--- config.mk ---
export PLATFORM = sky130hd
export DESIGN_NAME = sync_fifo_param
export DESIGN_NICKNAME = d
export VERILOG_FILES = /design/src/rtl/fifo_pkg.sv /design/src/rtl/fifo_mem_2p.sv /design/src/rtl/sync_fifo_param.sv
export SDC_FILE = /design/constraint.sdc
export NUM_CORES = 1
export LEC_CHECK = 0
export BUFFER_PORTS_ARGS = -buffer_cell sky130_fd_sc_hd__buf_2
export CORE_MARGIN = 2
export CORE_UTILIZATION = 28
export CTS_BUF_LIST = sky130_fd_sc_hd__clkbuf_4
export DETAILED_ROUTE_END_ITERATION = 12
export PLACE_DENSITY = 0.48
export SYNTH_ARGS = -nofsm -noshare
export SYNTH_HDL_FRONTEND = slang
export SYNTH_SLANG_ARGS = --single-unit
export TNS_END_PERCENT = 10
--- constraint.sdc ---
create_clock -name clk -period 3.2 [get_ports clk]
set_clock_uncertainty 0.1 [all_clocks]
set_input_delay 0.32 -clock clk [delete_from_list [all_inputs] [get_ports clk]]
set_output_delay 0.32 -clock clk [all_outputs]
set_load 0.05 [all_outputs]
--- src/rtl/fifo_pkg.sv ---
// Shared defaults for the single-clock FIFO family.
// Variants import this package so the default sizing and the DEPTH derivation live in one place.
package fifo_pkg;

  localparam int FIFO_DATA_W_DEF = 8;
  localparam int FIFO_ADDR_W_DEF = 3;

  // DEPTH is always a power of two so that the pointers wrap naturally.
  function automatic int fifo_depth(input int addr_w);
    return 1 << addr_w;
  endfunction

endpackage

--- src/rtl/fifo_mem_2p.sv ---
// DEPTH x DATA_W simple dual-port storage: synchronous write port, asynchronous read port.
// The array has no reset, so its contents survive a FIFO reset.
module fifo_mem_2p
  import fifo_pkg::*;
#(
  parameter int DATA_W = FIFO_DATA_W_DEF,
  parameter int ADDR_W = FIFO_ADDR_W_DEF
) (
  input  logic              clk_i,
  input  logic              we_i,
  input  logic [ADDR_W-1:0] waddr_i,
  input  logic [DATA_W-1:0] wdata_i,
  input  logic [ADDR_W-1:0] raddr_i,
  output logic [DATA_W-1:0] rdata_o
);

  localparam int DEPTH = fifo_depth(ADDR_W);

  logic [DATA_W-1:0] mem_q [DEPTH];

  always_ff @(posedge clk_i) begin
    if (we_i) begin
      mem_q[waddr_i] <= wdata_i;
    end
  end

  assign rdata_o = mem_q[raddr_i];

endmodule

--- src/rtl/sync_fifo_param.sv ---
// Parametrised single-clock FIFO with registered-read or first-word-fall-through output,
// programmable almost-full/almost-empty thresholds and overflow/underflow pulses.
module sync_fifo_param
  import fifo_pkg::*;
#(
  parameter int DATA_W    = FIFO_DATA_W_DEF,
  parameter int ADDR_W    = FIFO_ADDR_W_DEF,
  parameter int FWFT      = 0,
  parameter int AFULL_TH  = fifo_depth(ADDR_W) - 1,
  parameter int AEMPTY_TH = 1
) (
  input  logic              clk,
  input  logic              rst,
  input  logic              push,
  input  logic [DATA_W-1:0] din,
  input  logic              pop,
  output logic [DATA_W-1:0] dout,
  output logic              dout_valid,
  output logic              empty,
  output logic              full,
  output logic              almost_empty,
  output logic              almost_full,
  output logic [ADDR_W:0]   count,
  output logic              overflow,
  output logic              underflow
);

  localparam int              DEPTH    = fifo_depth(ADDR_W);
  localparam logic [ADDR_W:0] DEPTH_C  = DEPTH[ADDR_W:0];
  localparam logic [ADDR_W:0] AFULL_C  = AFULL_TH[ADDR_W:0];
  localparam logic [ADDR_W:0] AEMPTY_C = AEMPTY_TH[ADDR_W:0];

  logic [ADDR_W-1:0] wr_ptr_q, wr_ptr_d;
  logic [ADDR_W-1:0] rd_ptr_q, rd_ptr_d;
  logic [ADDR_W:0]   count_q, count_d;
  logic              overflow_q, overflow_d;
  logic              underflow_q, underflow_d;
  logic              push_ok, pop_ok;
  logic [DATA_W-1:0] rd_data;

  // Occupancy is the only source of the status flags; pointers carry no extra wrap bit.
  assign empty        = (count_q == '0);
  assign full         = (count_q == DEPTH_C);
  assign almost_empty = (count_q <= AEMPTY_C);
  assign almost_full  = (count_q >= AFULL_C);
  assign count        = count_q;
  assign overflow     = overflow_q;
  assign underflow    = underflow_q;

  // A push at full rides on a same-cycle pop; a pop at empty never sees the incoming word.
  assign pop_ok  = pop & ~empty;
  assign push_ok = push & (~full | pop_ok);

  always_comb begin
    wr_ptr_d    = wr_ptr_q;
    rd_ptr_d    = rd_ptr_q;
    count_d     = count_q;
    overflow_d  = push & ~push_ok;
    underflow_d = pop & ~pop_ok;
    if (push_ok) begin
      wr_ptr_d = wr_ptr_q + ADDR_W'(1);
    end
    if (pop_ok) begin
      rd_ptr_d = rd_ptr_q + ADDR_W'(1);
    end
    case ({push_ok, pop_ok})
      2'b10:   count_d = count_q + (ADDR_W+1)'(1);
      2'b01:   count_d = count_q - (ADDR_W+1)'(1);
      default: count_d = count_q;
    endcase
  end

  always_ff @(posedge clk) begin
    if (rst) begin
      wr_ptr_q    <= '0;
      rd_ptr_q    <= '0;
      count_q     <= '0;
      overflow_q  <= 1'b0;
      underflow_q <= 1'b0;
    end else begin
      wr_ptr_q    <= wr_ptr_d;
      rd_ptr_q    <= rd_ptr_d;
      count_q     <= count_d;
      overflow_q  <= overflow_d;
      underflow_q <= underflow_d;
    end
  end

  fifo_mem_2p #(
    .DATA_W (DATA_W),
    .ADDR_W (ADDR_W)
  ) u_mem (
    .clk_i   (clk),
    .we_i    (push_ok),
    .waddr_i (wr_ptr_q),
    .wdata_i (din),
    .raddr_i (rd_ptr_q),
    .rdata_o (rd_data)
  );

  generate
    if (FWFT == 0) begin : g_reg_read
      logic [DATA_W-1:0] dout_q, dout_d;
      logic              dout_valid_q, dout_valid_d;

      always_comb begin
        dout_d       = dout_q;
        dout_valid_d = pop_ok;
        if (pop_ok) begin
          dout_d = rd_data;
        end
      end

      always_ff @(posedge clk) begin
        if (rst) begin
          dout_q       <= '0;
          dout_valid_q <= 1'b0;
        end else begin
          dout_q       <= dout_d;
          dout_valid_q <= dout_valid_d;
        end
      end

      assign dout       = dout_q;
      assign dout_valid = dout_valid_q;
    end else begin : g_fwft
      // Head word is presented directly; pop acknowledges it.
      assign dout       = rd_data;
      assign dout_valid = ~empty;
    end
  endgenerate

endmodule

## Word-level counts from Yosys, hierarchy flattened

Memory sizes are Yosys's and may differ from the RTL's. A register that Yosys moved wholly into a read port is not among the register bits.
Index checks and enable logic that the tools add are counted.

| word-level totals | value |
|---|---|
| flip-flop bits (word level) | 13 |
| memories | 1 |
| logic and storage cells | 30 |
| bits in writable memories | 64 |

| operators by class | value |
|---|---|
| add/sub/neg operators | 4 |
| bitwise gates (word level) | 9 |
| reductions and logical operators | 2 |
| equality and inequality tests | 3 |
| multiplexer cells | 3 |
| magnitude comparators | 2 |

Memory list:

| name | depth | bits a word | read ports | clocked after Yosys merged registers in | write ports | line | source |
|---|---|---|---|---|---|---|---|
| u_mem.mem_q | 8 | 8 | 1 | 1 | 1 | fifo_mem_2p.sv:19 | `logic [DATA_W-1:0] mem_q [DEPTH];` |

Operator list:

| cell | number |
|---|---|
| case mux 4 bit (2 select lines) | 1 |
| adder 3 x 1 -> 3 bit (second input constant) | 2 |
| adder 4 x 1 -> 4 bit (second input constant) | 1 |
| bitwise AND 1 bit | 4 |
| equality test 4 bit (second input constant) | 1 |
| greater-or-equal comparator 4 x 3 -> 1 bit (second input constant) | 1 |
| <= comparator 4 x 1 -> 1 bit (second input constant) | 1 |
| logical NOT 4 bit | 1 |
| NOT 1 bit | 4 |
| subtractor 4 x 1 -> 4 bit (second input constant) | 1 |
| equality test 2 x 1 -> 1 bit (second input constant) | 1 |
| equality test 2 bit (second input constant) | 1 |
| 2-to-1 mux 1 bit | 2 |
| nonzero test 2 bit | 1 |
| bitwise OR 1 bit | 1 |

## Longest topological paths before layout

| depth | value |
|---|---|
| depth after elaboration | 7 |
| gate-level depth with buffers | 7 |
| depth with buffers taken out | 7 |

## Hierarchy

Synthesis repeated with hierarchy kept, for this count alone.

| second synthesis, totals | value |
|---|---|
| cells, all modules | 225 |
| area, all modules | 3,528.4 um^2 |

By module, submodules not included:

| module | times used | cells an instance | seq. area each (um^2) | area an instance (um^2) |
|---|---|---|---|---|
| fifo_mem_2p | 1 | 106 | 1,921.8 | 2,531.2 |
| sync_fifo_param | 1 | 119 | 420.4 | 997.2 |

## Least setup slack after synthesis

OpenSTA, ideal clock, no wires.

| path | value |
|---|---|
| path type | reg2reg |
| start | reg count_q[1], in the netlist count[1] |
| end | mem u_mem.mem_q[0][0] (netlist name), enable pin |
| stages on the path, launching flop included | 6 |
| data arrival time | 2.316 ns |
| clock period less this slack | 2.811 ns |
| setup slack | 0.389 ns |
| required time | 2.705 ns |
| cell sequence | dfxtp_1 > inv_1 > ha_1 > nand2b_1 > o21ai_0 > nor4_1 |

| on the way | value |
|---|---|
| word-level cells in the longest chain between the ends | 7 |

RTL lines:

| what | line | source |
|---|---|---|
| start: declaration | sync_fifo_param.sv:35 | `logic [ADDR_W:0] count_q, count_d;` |
| start signal: assignment | sync_fifo_param.sv:83 | `count_q <= count_d;` |
| logical NOT 4 bit | sync_fifo_param.sv:42 | `assign empty = (count_q == '0);` |
| NOT 1 bit | sync_fifo_param.sv:51 | `assign pop_ok = pop & ~empty;` |
| bitwise AND 1 bit | sync_fifo_param.sv:51 |  |
| bitwise OR 1 bit (*) | sync_fifo_param.sv:52 | `assign push_ok = push & (~full \| pop_ok);` |
| bitwise AND 1 bit (*) | sync_fifo_param.sv:52 |  |
| 2-to-1 mux 1 bit (*) | fifo_mem_2p.sv:22 | `if (we_i) begin` |
| 2-to-1 mux 1 bit (implied by the code) (*) | fifo_mem_2p.sv:23 | `mem_q[waddr_i] <= wdata_i;` |
| end: declaration | fifo_mem_2p.sv:19 |  |

Every way passes the cells marked *; elsewhere a longest branch is shown, timed or not.

## Worst setup path in the final report

| path | value |
|---|---|
| start | reg count_q[1], in the netlist count[1] |
| end | mem u_mem.mem_q[1][0] (netlist name), enable pin |

Same word-level chain as after synthesis.

==> run summary <==
count of state elements after synthesis - 85
Yosys top cell area share - 0.558
Reg power frac - 0.454
antenna-violating nets left - 0
Max Cap Viol - 0
Fin Setup TNS - 0 ns
Net Sw Power - 1.09 mW
Fin. Hold Viols - 0
post-cts repair resize count - 0
Critical Path Start Type - flop
FFs w/ async S/R, synth - 0
cell internal pwr - 1.86 mW
H-tree depth - 3
cell area after synthesis - 3440 sq um
initial core utilization - 0.287
Max FO, Critical Path - 7
die area - 13200 sq um
Slowest-stage cell, CP - dfxtp_1
Net Count, Synth - 242
DRT iter0 DRCs - 64
Crit Path Class - flop to flop
most common cell in the synthesized netlist - edfxtp_1
CP delay by family, top - simple AND/OR/NAND/NOR gates
Final Setup Violations - 0
hold_buf cts - 0
slowest stage delay, CP - 0.46 ns
post-DP HPWL - 4840 um
Max Fclk - 418 MHz
Worst-Skew Late Latency - 0.43 ns
top post-synthesis cells by area - edfxtp_1 56%, dfxtp_1 12%, mux4_2 5.9%
die extent in x - 115 um
syn avg cell area - 15.4 sq um
Via-to-Cell Ratio - 4.67
Pwr Density - 746 nW/um^2
synth-to-layout area growth - 15.1%
CP bufs+invs - 2
CP Cell Sequence - inv_1, ha_1, nand2b_1, o21a_1, nand2_1, nor3_1, buf_4
Netlist cell types - 40
Slew Limit Fails - 0
Clock Sinks - 85
Tmin final - 2.39 ns
Pre-Repair DR Iteration Count - 4
Commonest cells post-synth - 64 x edfxtp_1, 21 x dfxtp_1, 16 x mux2i_1, 16 x nor2_1, 12 x nand2b_1
CTS tree - done
CTS Root Cell - clkbuf_4
YS warnings - 0
Place WS - 0.816 ns
Post-Route WL - 7370 um
Critical Path AT - 2.43 ns
RSZ-0062 raised after global routing - false
Tot GR Track Use - 0.119
Remaining DRCs - 0
Comb pwr share - 0.331
status - complete, no violations
largest net degree at the start of global routing - 26
Sw Ratio - 0.370
Slew @ Worst Pin - 0.811 ns
IO Port Bufs - 30
CTS Buf Count - 9
vias in the first global route - 1933
hold crit path type - input pin to flop
clock share of power - 0.215
Peak supply drop - 0.000209 V
die height - 115 um
Nets - 284
grt ovf - 0
Worst Path Required - 3.24 ns
routed len/inst - 17.6 um
EDFF count, synth - 64
Lkg Pwr - 1.36 nW
layout cells sized above 1 - 0.266
Core ar. - 12000 sq um
Synth Flop Type - edfxtp_1
DR vias - 1957
Post-CTS Setup Bufs - 0
number of antenna violations at the first check in global routing - 1
post-synthesis sequential area ratio - 0.680
# rows - 40
first-pass GRT wire length - 11300 um
final worst slack - 0.807 ns
GP Congestion - 0.745
post-route clock period utilization - 0.748
I/O pins - 31
Reg clk slew, reported paths - 0.16 ns
Slew HR - 0.457
area leader, netlist - edfxtp_1
Cells after Synth - 224
Critical Path Sink Type - flop
clk buf depth - 2
[worst reg2reg max path: stages (launching register included)]
cell and delay [ns]:
dfxtp_1 0.46, inv_1 0.13, ha_1 0.21, nand2b_1 0.19, o21a_1 0.27, nand2_1 0.14, nor3_1 0.38, buf_4 0.24
[routing by layer]
layer  GRT usage  routed length [um]  share of wire  vias to the layer above
met3      0.0221                 307          0.042                        9
met1       0.160                3450           0.47                      969
li1            -                   -              -                      946
met5           0                   0              0                        -
met2       0.181                3450           0.47                       33
met4      0.0667                 161          0.022                        0
[sequential cells by signal, summed over array words and instances, names as in the netlist]
register,count
count,4
rd_ptr_q,3
overflow,1
dout_valid,1
underflow,1
u_mem.mem_q,64
dout,8
wr_ptr_q,3
[cells by family after synthesis]
family / share of synthesized area
compound gates: 0.0640
xor+xnor: 0.0127
mux: 0.112
buf+inv: 0.0196
fa+ha+maj: 0.0218
simple gates: 0.0898
flops: 0.680
[power groups by stage]
stage / Combinational, mW / Sequential, mW / Clock, mW
after detailed placement: 0.993 / 1.37 / 0
final: 0.978 / 1.34 / 0.634
after global placement: 0.984 / 1.37 / 0
after CTS: 0.994 / 1.34 / 0.659
after global routing: 1.05 / 1.36 / 0.708
after floorplan: 0.612 / 1.53 / 0
[cell usage in the layout, fill, tap and decap left out, types with 2 or more instances in the layout]
| cell | instances |
|---|---|
| nor2b_1 | 3 |
| a32o_1 | 7 |
| nand2b_1 | 12 |
| clkinvlp_4 | 2 |
| inv_6 | 2 |
| inv_1 | 3 |
| edfxtp_1 | 64 |
| a21oi_1 | 3 |
| o211ai_1 | 2 |
| mux4_2 | 9 |
| a22oi_1 | 7 |
| xnor2_1 | 2 |
| nor2_1 | 16 |
| buf_2 | 30 |
| or3_1 | 3 |
| ha_1 | 6 |
| nand2_1 | 11 |
| dfxtp_1 | 21 |
| mux2i_1 | 16 |
| nor3_1 | 6 |
| o21ai_0 | 3 |
| buf_4 | 11 |
| clkbuf_4 | 10 |
| xor2_1 | 3 |
[per-stage QoR]
step | total power, mW | std cells | area [sq um] | hold slack, ns | utilization
after floorplan | 2.14 | 224 | 3440 | 0.319 | -
after detailed placement | 2.36 | 402 | 3810 | 0.353 | 0.318
after CTS | 3.00 | 418 | 3960 | 0.0297 | 0.330
after global placement | 2.35 | 402 | 3810 | 0.353 | 0.318
after global routing | 3.12 | 419 | 3960 | 0.0180 | 0.330
final | 2.96 | 419 | 3960 | 0.0565 | 0.330
[final cells by class]
class / instances / area, sq um
Antenna cell: 1 / 2.50
Clock buffer: 10 / 75.1
Clock inverter: 6 / 71.3
Fill cell: 1182 / 8050
Inverter: 4 / 15.0
Multi-Input combinational cell: 125 / 1040
Sequential cell: 85 / 2340
Tap cell: 147 / 184
Timing Repair Buffer: 41 / 233
[worst paths after layout]
path | from | end | slack (ns) | cells past startpoint
worst max-delay path | count[1]$_SDFFE_PP0P_ | u_mem.mem_q[1][0]$_DFFE_PP_ | 0.81 | 7
worst min-delay path | din[3] | u_mem.mem_q[3][3]$_DFFE_PP_ | 0.06 | 1
worst max register to register | count[1]$_SDFFE_PP0P_ | u_mem.mem_q[1][0]$_DFFE_PP_ | 0.81 | 7
worst min register to register | dout[6]$_SDFFE_PP0P_ | dout[6]$_SDFFE_PP0P_ | 0.38 | 1
(Power assumes the default switching activity.)
